`src/rtl/rijndael_mask_seq.sv`:
```
// rijndael_mask_seq: sequencer feeding one byte pair with fresh LFSR masks to a masked S-box core and returning S(pt^key).
// Defining RIJNDAEL_SEQ_UNMASKED_EN forces both masks to zero and freezes the LFSR.
module rijndael_mask_seq #(
  parameter logic [15:0] LFSR_SEED = 16'hACE1
) (
  input  logic        clk,
  input  logic        rst,
  input  logic        in_valid,
  output logic        in_ready,
  input  logic [7:0]  pt,
  input  logic [7:0]  key,
  output logic        core_valid,
  output logic [7:0]  core_din,
  output logic [7:0]  core_key,
  output logic [7:0]  core_imask,
  output logic [7:0]  core_omask,
  input  logic [7:0]  core_dout,
  output logic        out_valid,
  input  logic        out_ready,
  output logic [7:0]  ct,
  output logic        trigger,
  output logic [15:0] op_count
);
  typedef enum logic [2:0] {IDLE, ISSUE, WAIT, CAPTURE, OUT} state_t;
  localparam logic [15:0] SEED = (LFSR_SEED == 16'h0000) ? 16'h0001 : LFSR_SEED;
  state_t      state_q, state_d;
  logic [7:0]  din_q, din_d, key_q, key_d, imask_q, imask_d, omask_q, omask_d, ct_q, ct_d;
  logic [15:0] lfsr_q, lfsr_d, cnt_q, cnt_d;
  logic        trig_q, trig_d, accept;
`ifndef RIJNDAEL_SEQ_UNMASKED_EN
  logic [15:0] lfsr_step;
`endif
  always_comb begin
    accept = (state_q == IDLE) && in_valid;
    case (state_q)
      IDLE:    state_d = in_valid ? ISSUE : IDLE;
      ISSUE:   state_d = WAIT;
      WAIT:    state_d = CAPTURE;
      CAPTURE: state_d = OUT;
      OUT:     state_d = out_ready ? IDLE : OUT;
      default: state_d = IDLE;
    endcase
    din_d  = accept ? pt : din_q;
    key_d  = accept ? key : key_q;
`ifdef RIJNDAEL_SEQ_UNMASKED_EN
    imask_d = 8'h00;
    omask_d = 8'h00;
    lfsr_d  = lfsr_q;
`else
    lfsr_step = {1'b0, lfsr_q[15:1]} ^ (lfsr_q[0] ? 16'hB400 : 16'h0000);
    imask_d   = accept ? lfsr_q[7:0] : imask_q;
    omask_d   = accept ? lfsr_q[15:8] : omask_q;
    lfsr_d    = accept ? lfsr_step : lfsr_q;
`endif
    // Core unmasks with the live omask, so the result is only valid while masks are still held
    ct_d   = (state_q == CAPTURE) ? core_dout : ct_q;
    cnt_d  = (state_q == CAPTURE) ? cnt_q + 16'd1 : cnt_q;
    trig_d = (state_d == ISSUE) || (state_d == WAIT);
  end
  always_ff @(posedge clk) begin
    if (rst) begin
      state_q <= IDLE;
      din_q   <= 8'h00;
      key_q   <= 8'h00;
      imask_q <= 8'h00;
      omask_q <= 8'h00;
      ct_q    <= 8'h00;
      lfsr_q  <= SEED;
      cnt_q   <= 16'h0000;
      trig_q  <= 1'b0;
    end else begin
      state_q <= state_d;
      din_q   <= din_d;
      key_q   <= key_d;
      imask_q <= imask_d;
      omask_q <= omask_d;
      ct_q    <= ct_d;
      lfsr_q  <= lfsr_d;
      cnt_q   <= cnt_d;
      trig_q  <= trig_d;
    end
  end
  assign in_ready   = (state_q == IDLE);
  assign core_valid = (state_q == ISSUE);
  assign out_valid  = (state_q == OUT);
  assign core_din   = din_q;
  assign core_key   = key_q;
  assign core_imask = imask_q;
  assign core_omask = omask_q;
  assign ct         = ct_q;
  assign trigger    = trig_q;
  assign op_count   = cnt_q;
endmodule
```
`config.mk`:
```
export PLATFORM = sky130hd
export DESIGN_NAME = rijndael_mask_seq
export DESIGN_NICKNAME = d
export VERILOG_FILES = /design/src/rtl/rijndael_mask_seq.sv
export SDC_FILE = /design/constraint.sdc
export NUM_CORES = 1
export LEC_CHECK = 0
export CAP_MARGIN = 0
export CORE_AREA = 2 2 85 87
export DETAILED_ROUTE_END_ITERATION = 8
export DIE_AREA = 0 0 87 89
export PLACE_DENSITY = 0.79
export SLEW_MARGIN = 20
export SYNTH_ARGS = -nofsm -noshare
export SYNTH_HDL_FRONTEND = slang
export SYNTH_SLANG_ARGS = --single-unit
```
`constraint.sdc`:
```
create_clock -name clk -period 1.45 [get_ports clk]
set_clock_uncertainty 0.1 [all_clocks]
set_input_delay 0.2175 -clock clk [delete_from_list [all_inputs] [get_ports clk]]
set_output_delay 0.2175 -clock clk [all_outputs]
set_load 0.05 [all_outputs]
```
==> results of run 1 <==
-- routing by layer --
metal,global-route usage [%],wire [um]
met5,0,0
met4,10.8,376
met3,4.06,371
met2,36.3,5220
met1,23.7,3750
-- cell type report --
cell class,count,area (um^2),share of cell area (%)
Clock inverter,4,77.6,1.41
Timing Repair Buffer,152,2120,38.5
Inverter,1,3.75,0.0683
Tap cell,80,100,1.82
Sequential cell,69,1420,25.9
Clock buffer,12,166,3.03
Multi-Input combinational cell,221,1610,29.2
-- cells by family (layout without fill, tap and decap cells) --
logic type               after synthesis  after routing  share of synthesized area, %
buffers and inverters                 29            169                          6.33
AND/OR/NAND/NOR                      149            150                          26.3
adder cells (fa/ha/maj)                1              1                         0.462
AO/OA/AOI/OAI                         54             54                          10.5
multiplexers                           1              1                         0.554
flip-flops                            69             69                          51.0
XOR/XNOR                              15             15                          4.85
-- critical path, delay by kind of cell, from the launching register on --
family,cells,cell delay [ns]
DFF,1,0.34
buffers and inverters,3,0.38
and+or+nand+nor,1,0.23
-- power groups by stage --
| stage | sequential, mW | combinational (mW) | clock (mW) |
|---|---|---|---|
| after floorplan | 2.34 | 0.465 | 0 |
| after global placement | 2.17 | 1.20 | 0 |
| after detailed placement | 2.17 | 1.22 | 0 |
| after CTS | 2.13 | 1.29 | 1.89 |
| after global routing | 2.17 | 1.62 | 2.02 |
| final | 2.16 | 1.55 | 1.90 |
-- repair_timing --
| action | 4_1_cts | 5_1_grt |
|---|---|---|
| buffers inserted | 10 | 9 |
| endpoints found under the hold margin | 0 | 0 |
| pin swaps | 12 | 48 |
| gates cloned | 0 | 6 |
| gates resized for setup | 26 | 91 |
| endpoints found under the setup margin | 41 | 67 |
-- how the worst max path moves through the flow --
stage,end,slack (ns),depth (start not counted)
2_1_floorplan,core_omask[0],-0.27,7
3_3_place_gp,core_din[6],-0.05,5
6_report,in_ready,-0.16,4
4_1_cts,out_valid,-0.15,3
3_5_place_dp,core_key[2],-0.15,5
5_1_grt,op_count[14],-0.20,6
-- stage by stage --
stage	setup slack (ns)	total power, mW	instances	hold slack (ns)	setup TNS [ns]
detailed placement	-0.148	3.39	500	0.351	-2.36
global placement	-0.0518	3.37	500	0.337	-0.882
CTS	-0.154	5.31	525	0.120	-0.696
floorplan	-0.269	2.81	318	0.253	-10.91
global route	-0.197	5.80	539	0.134	-5.71
finish	-0.160	5.60	539	0.140	-3.25
-- layout by cell type (no fill, tap or decap), types with 3 or more instances in the layout --
cell type / count
nand2_1: 71
buf_12: 62
dfxtp_1: 53
buf_4: 38
a21oi_2: 29
clkdlybuf4s50_1: 26
nand2_4: 21
a21oi_1: 19
nor2_1: 19
buf_6: 19
xnor2_1: 11
clkbuf_8: 10
dfxtp_4: 9
dfxtp_2: 7
nand4_1: 6
nor4_4: 5
nor3_4: 4
nand3b_1: 4
clkbuf_16: 4
nand2_2: 3
-- state kept, by name, summed over array words and instances, names as in the netlist --
register    flops
op_count       16
lfsr_q         10
core_din        8
core_imask      8
core_key        8
ct              8
core_omask      7
state_q         3
trigger         1
==> summary.txt, run 1 <==
Run status
  • Status: finished, violations left
  • Failing checks: setup timing

Synth
  • Top cell type's share of synthesized area: 51.0%
  • Syn_nets: 347
  • Post-synthesis instance total: ~320
  • Synth Flop Type: dfxtp_1
  • EDFF count, synth: 0
  • Cells taking the most area after synthesis: dfxtp_1, nand2_1, a21oi_1
  • Ys async rst share: 0%
  • Synth Register Bits: 69
  • Largest area contributor in the netlist: dfxtp_1
  • Most numerous cell in the Yosys netlist: nand2_1
  • Average size of a mapped cell: 8.51 um^2
  • YS warnings: 0
  • Synth unique cells: 33
  • Sequential element share of the synthesized area: 51.0%
  • Most frequent cells after synthesis: nand2_1, dfxtp_1, a21oi_1
  • Cell Area, Synth: approximately 2700 um^2

Setup path
  • CP startpoint kind: register
  • R2R Path Start: state_q[2]
  • CP most frequent cell: buf_6
  • Worst reg2reg setup slack: -0.15 ns
  • Critical-path top delay cell: dfxtp_2
  • R2R Path End: core_imask[1]
  • Crit Path Category: register to output port
  • Crit. Startpoint: state_q[2]
  • CP Data Arrival Time: ~1.3 ns
  • CP max stage delay: 0.34 ns
  • Critical path data required time: ~1.1 ns
  • Cell Chain, Critical Path: buf_6 > nor3_4 > buf_6 > buf_12
  • Element type at the critical path end: output port
  • Max Fanout on Critical Path: 3
  • Worst reg2reg path depth: 6

CTS
  • Cts hold-fix bufs: 0
  • Clock sink total: 69
  • Clk root buf: clkbuf_8
  • Clk buf depth: 2
  • H-Tree Depth: 3
  • Clk slew on worst S/H paths: 0.08 ns
  • CTS Buf Count: 9
  • TritonCTS clock tree: yes
  • Clk_lat worst skew: 0.34 ns

Place
  • # port buffers: 87
  • Placer Congestion: 0.769
  • Hpwl dp: 5.20 mm
  • Placed cell areas: 4560 um^2

Drt
  • Antenna viol nets, final: 0
  • Initial DRT Pass Iterations: 4
  • Via count of the routed design: 2845
  • Via/cell ratio: around 5.3
  • DR DRC count: 0
  • WL final: 9.71 mm
  • Initial DRC count: approximately 120
  • DR WL/cell: 18.0 um

Global routing
  • Initial antenna violation count: 0
  • All-layer global routing usage: 20.6%
  • Largest net degree at the start of global routing: 29
  • Grt ovf: 0
  • Vias in the first global route: 2697
  • First-pass GRT wire length: approximately 13 mm

Timing
  • Final min period: between 1.5 and 2 ns
  • Slew HR: 71.5%
  • Final setup margin: -0.160 ns
  • Period utilization: 111%
  • Final Hold Viols: 0
  • F_max: 0.621 GHz
  • Least-Margin Pin Slew: 0.426 ns
  • Unrepaired setup endpoints after global routing: yes
  • Slew Limit Fails: 0
  • # setup viols final: 52

Cells and area
  • P&R area growth vs syn: 103%
  • Finished Core Util: 81.8%
  • Share of layout cells above drive strength 1: 51.2%
  • Layout Nets: 483
  • Diodes inserted: 0
  • FILL cells: 329
  • Final instance area: 5490 um^2

Die
  • Row cnt: 30
  • IO Count: 88
  • Core Area: 6720 um^2
  • Die X: 87 um
  • Total die area: around 7700 um^2
  • Initial Util: 40.3%
  • Die height: between 80 and 90 um

Job
  • # Max-Cap Violations: 0

Hold path
  • WHS Path Cells: 2
  • Worst Hold End: op_count[5]
  • Worst min path class: primary input to register
  • Hold Crit Start: rst

Power
  • Psw: 1.72 mW
  • Clock power frac: 33.9%
  • Comb pwr share: 27.7%
  • Power density over cell area: 1020 nW/um^2
  • Switching share of power: 30.6%
  • Leakage: 2.32 nW
  • VDD IR max: 0.785 mV
  • Reg power frac: around two fifths
  • Internal Power: 3.89 mW
No activity file was read; power rests on OpenSTA's default activity.
==> inputs of run 2 (changes only) <==
--- a/config.mk
+++ b/config.mk
@@ -6,9 +6,10 @@
 export NUM_CORES = 1
 export LEC_CHECK = 0
 export CAP_MARGIN = 0
-export CORE_AREA = 2 2 85 87
+export CORE_AREA = 5 5 88 90
+export CTS_CLUSTER_SIZE = 24
 export DETAILED_ROUTE_END_ITERATION = 8
-export DIE_AREA = 0 0 87 89
+export DIE_AREA = 0 0 93 95
 export PLACE_DENSITY = 0.79
 export SLEW_MARGIN = 20
 export SYNTH_ARGS = -nofsm -noshare
==> run 2 against run 1 <==
The flow still finishes with violations (setup timing). Design area increased by 2.7%. First-iteration DRC count decreased by 21%. Die area increased by 14%. Sequential share of layout area decreased by 0.68 points. Worst hold slack got worse by 0.0084 ns. Combinational power increased by 12%. Setup slack got worse by 0.12 ns.
==> summary.txt, run 2 (synthesis results as in run 1) <==
Setup path
  • CP startpoint kind: register
  • Family with the most delay on the worst path: buffers and inverters
  • Worst reg2reg setup slack: -0.24 ns (-0.09 ns)
  • Critical-path top delay cell: dfxtp_2
  • Crit. Startpoint: state_q[2]
  • R2R Path Start: state_q[1]
  • Cell Chain, Critical Path: buf_6 > buf_6 > nor3b_4 > buf_12
  • Crit path depth: 4 (unchanged)
  • Crit Path Category: register to output port
  • CP max stage delay: 0.33 ns (about the same)
  • Element type at the critical path end: output port
  • Max Fanout on Critical Path: 5 (+2)
  • R2R Path End: lfsr_q[10]
  • Worst Path Buf+Inv: 3 (unchanged)
  • CP most frequent cell: buf_6
  • Worst reg2reg path depth: 7 (+1)
  • Critical path data required time: 1.13 ns (about the same)
  • CP Data Arrival Time: 1.41 ns (+0.12 ns)

Place
  • # port buffers: 87 (unchanged)
  • Placer Congestion: 0.790 (+2.7%)
  • Hpwl dp: 5.35 mm (+3.0%)
  • Placed Cells: 500 (unchanged)

Global routing
  • Initial antenna violation count: 0 (unchanged)
  • Grt ovf: 0 (unchanged)
  • Vias in the first global route: 2849 (+5.6%)
  • First-pass GRT wire length: 13.8 mm (+10%)
  • Largest net degree at the start of global routing: 30 (+3.4%)
  • All-layer global routing usage: 20.1% (-0.52 points)

Timing
  • Final min period: 1.73 ns (+0.116 ns)
  • Final setup margin: -0.276 ns (-0.116 ns)
  • Slew Limit Fails: 0 (unchanged)
  • Setup TNS: -7.85 ns (-4.59 ns)
  • # setup viols final: 54 (+3.8%)
  • Unrepaired setup endpoints after global routing: yes
  • Period utilization: 119% (+8.0 points)
  • Least-Margin Pin Slew: 0.466 ns (+0.0408 ns)
  • Final Hold Viols: 0 (unchanged)
  • F_max: 0.579 GHz (-6.7%)
  • Slew HR: 68.8% (-2.7 points)

CTS
  • H-Tree Depth: 3 (unchanged)
  • Clk slew on worst S/H paths: 0.08 ns (about the same)
  • Clk buf depth: 2 (unchanged)
  • TritonCTS clock tree: yes
  • Clock sink total: 69 (unchanged)
  • CTS Buf Count: 9 (unchanged)
  • Cts hold-fix bufs: 0 (unchanged)
  • Clk root buf: clkbuf_8
  • Clk_lat worst skew: 0.35 ns (about the same)

Die
  • Total die area: 8840 um^2 (+14%)
  • Initial Util: 38.8% (-1.5 points)
  • Core Area: 6980 um^2 (+3.9%)
  • IO Count: 88 (unchanged)
  • Row cnt: 31 (+3.3%)
  • Die X: 93 um (+6.9%)
  • Die height: 95 um (+6.7%)

Cells and area
  • Multi-input gate area: 1730 um^2 (+7.8%)
  • Layout Nets: 484 (+0.21%)
  • Max FFs per register: 16 (unchanged)
  • Diodes inserted: 0 (unchanged)
  • Commonest non-fill, non-tap cell in the layout: buf_12
  • Share of layout cells above drive strength 1: 58.8% (+7.6 points)
  • P&R area growth vs syn: 108%
  • Seq. cell area: 1420 um^2 (unchanged)
  • FILL cells: 358 (+8.8%)
  • Non-Filler Instances: 541 (+0.37%)
  • Commonest non-fill, non-tap cells in the layout: buf_12, dfxtp_1, nand2_1

Job
  • # Max-Cap Violations: 0 (unchanged)

Power
  • Psw: 1.83 mW (+6.6%)
  • Leakage: 2.35 nW (+1.3%)
  • Reg power frac: 39.5% (+1.0 points)
  • Tot Pwr: 5.51 mW (-1.7%)
  • Comb pwr share: 31.5% (+3.8 points)
  • Switching share of power: 33.2% (+2.6 points)
  • Clock power frac: 29.0% (-4.9 points)
  • VDD IR max: 0.759 mV (-3.4%)
  • Internal Power: 3.68 mW (-5.3%)
  • Power density over cell area: 977 nW/um^2 (-4.2%)

Drt
  • DR WL/cell: 18.6 um (+3.4%)
  • Via count of the routed design: 2802 (-1.5%)
  • Initial DRC count: 92 (-21%)
  • Antenna viol nets, final: 0 (unchanged)
  • Via/cell ratio: 5.18 (-1.9%)
  • DR DRC count: 0 (unchanged)
  • WL final: 10.1 mm (+3.8%)
  • Initial DRT Pass Iterations: 4 (unchanged)

Hold path
  • Worst Hold End: op_count[5]
  • WHS Path Cells: 2 (unchanged)
  • Hold Crit Start: rst
  • Worst min path class: primary input to register

Run status
  • Status: finished, violations left
  • Failing checks: setup timing
-- run 2: changes by cell type in the layout (fill, tap and decap cells not counted), moves of 2 or more --
cell       delta
a21oi_1       -6
a21oi_2       +6
buf_4        -10
buf_6         +9
buf_8         +3
bufinv_16     -2
nand2_1      -30
nand2_2      +24
nand2_4       +5
or3_1         +2
or3_4         -2
-- run 2: what timing repair did --
action | in CTS | in global routing
endpoints found under the setup margin | 49 | 68
gates cloned | 5 | 1
pin swaps | 30 | 49
gates resized for setup | 79 | 108
setup buffers | 17 | 9
-- run 2: final cells by class --
| type | instances | area share [%] |
|---|---|---|
| sequential | 69 | 25.2 |
| multi-input combinational | 221 | 30.7 |
| tap | 82 | 1.82 |
| clock inverter | 4 | 0.488 |
| inverter | 1 | 0.0665 |
| timing repair buffer | 153 | 38.6 |
| clock buffer | 11 | 3.08 |
-- run 2: worst reg2reg max path: cells and delay by family (launching register included) --
kind,cells,cell delay (ns)
and+or+nand+nor,2,0.36
AOI/OAI and AO/OA,1,0.26
DFF,1,0.33
buffers and inverters,4,0.54
-- run 2: metal layers --
metal  up-vias  global-route usage, %  part of all wire, %
li1       1326                      -                    -
met1      1349                   21.3                   35
met2        97                   37.4                   57
met3        30                   4.14                  4.1
met4         0                   10.4                  4.0
met5         -                      0                    0
-- run 2: worst max-delay path by stage --
stage,end,slack [ns]
final,core_valid,-0.28
after global routing,core_valid,-0.31
after CTS,core_valid,-0.23
after detailed placement,core_key[0],-0.13
after global placement,op_count[13],-0.05
after floorplan,core_omask[0],-0.27
-- run 2: through the flow --
step	worst slack (ns)	utilization [%]	area [um^2]	hold WS [ns]
global route	-0.313	80.8	5640	0.128
CTS	-0.227	75.1	5240	0.112
detailed placement	-0.129	64.9	4530	0.348
global placement	-0.0507	64.9	4530	0.341
floorplan	-0.269	-	2840	0.253
finish	-0.276	80.8	5640	0.131
-- run 2: power groups by stage --
stage	sequential, mW	clock (mW)	combinational (mW)
after floorplan	2.34	0	0.465
after global placement	2.16	0	1.20
after detailed placement	2.17	0	1.22
after CTS	2.13	1.61	1.54
after global routing	2.19	1.70	1.81
final	2.18	1.60	1.73
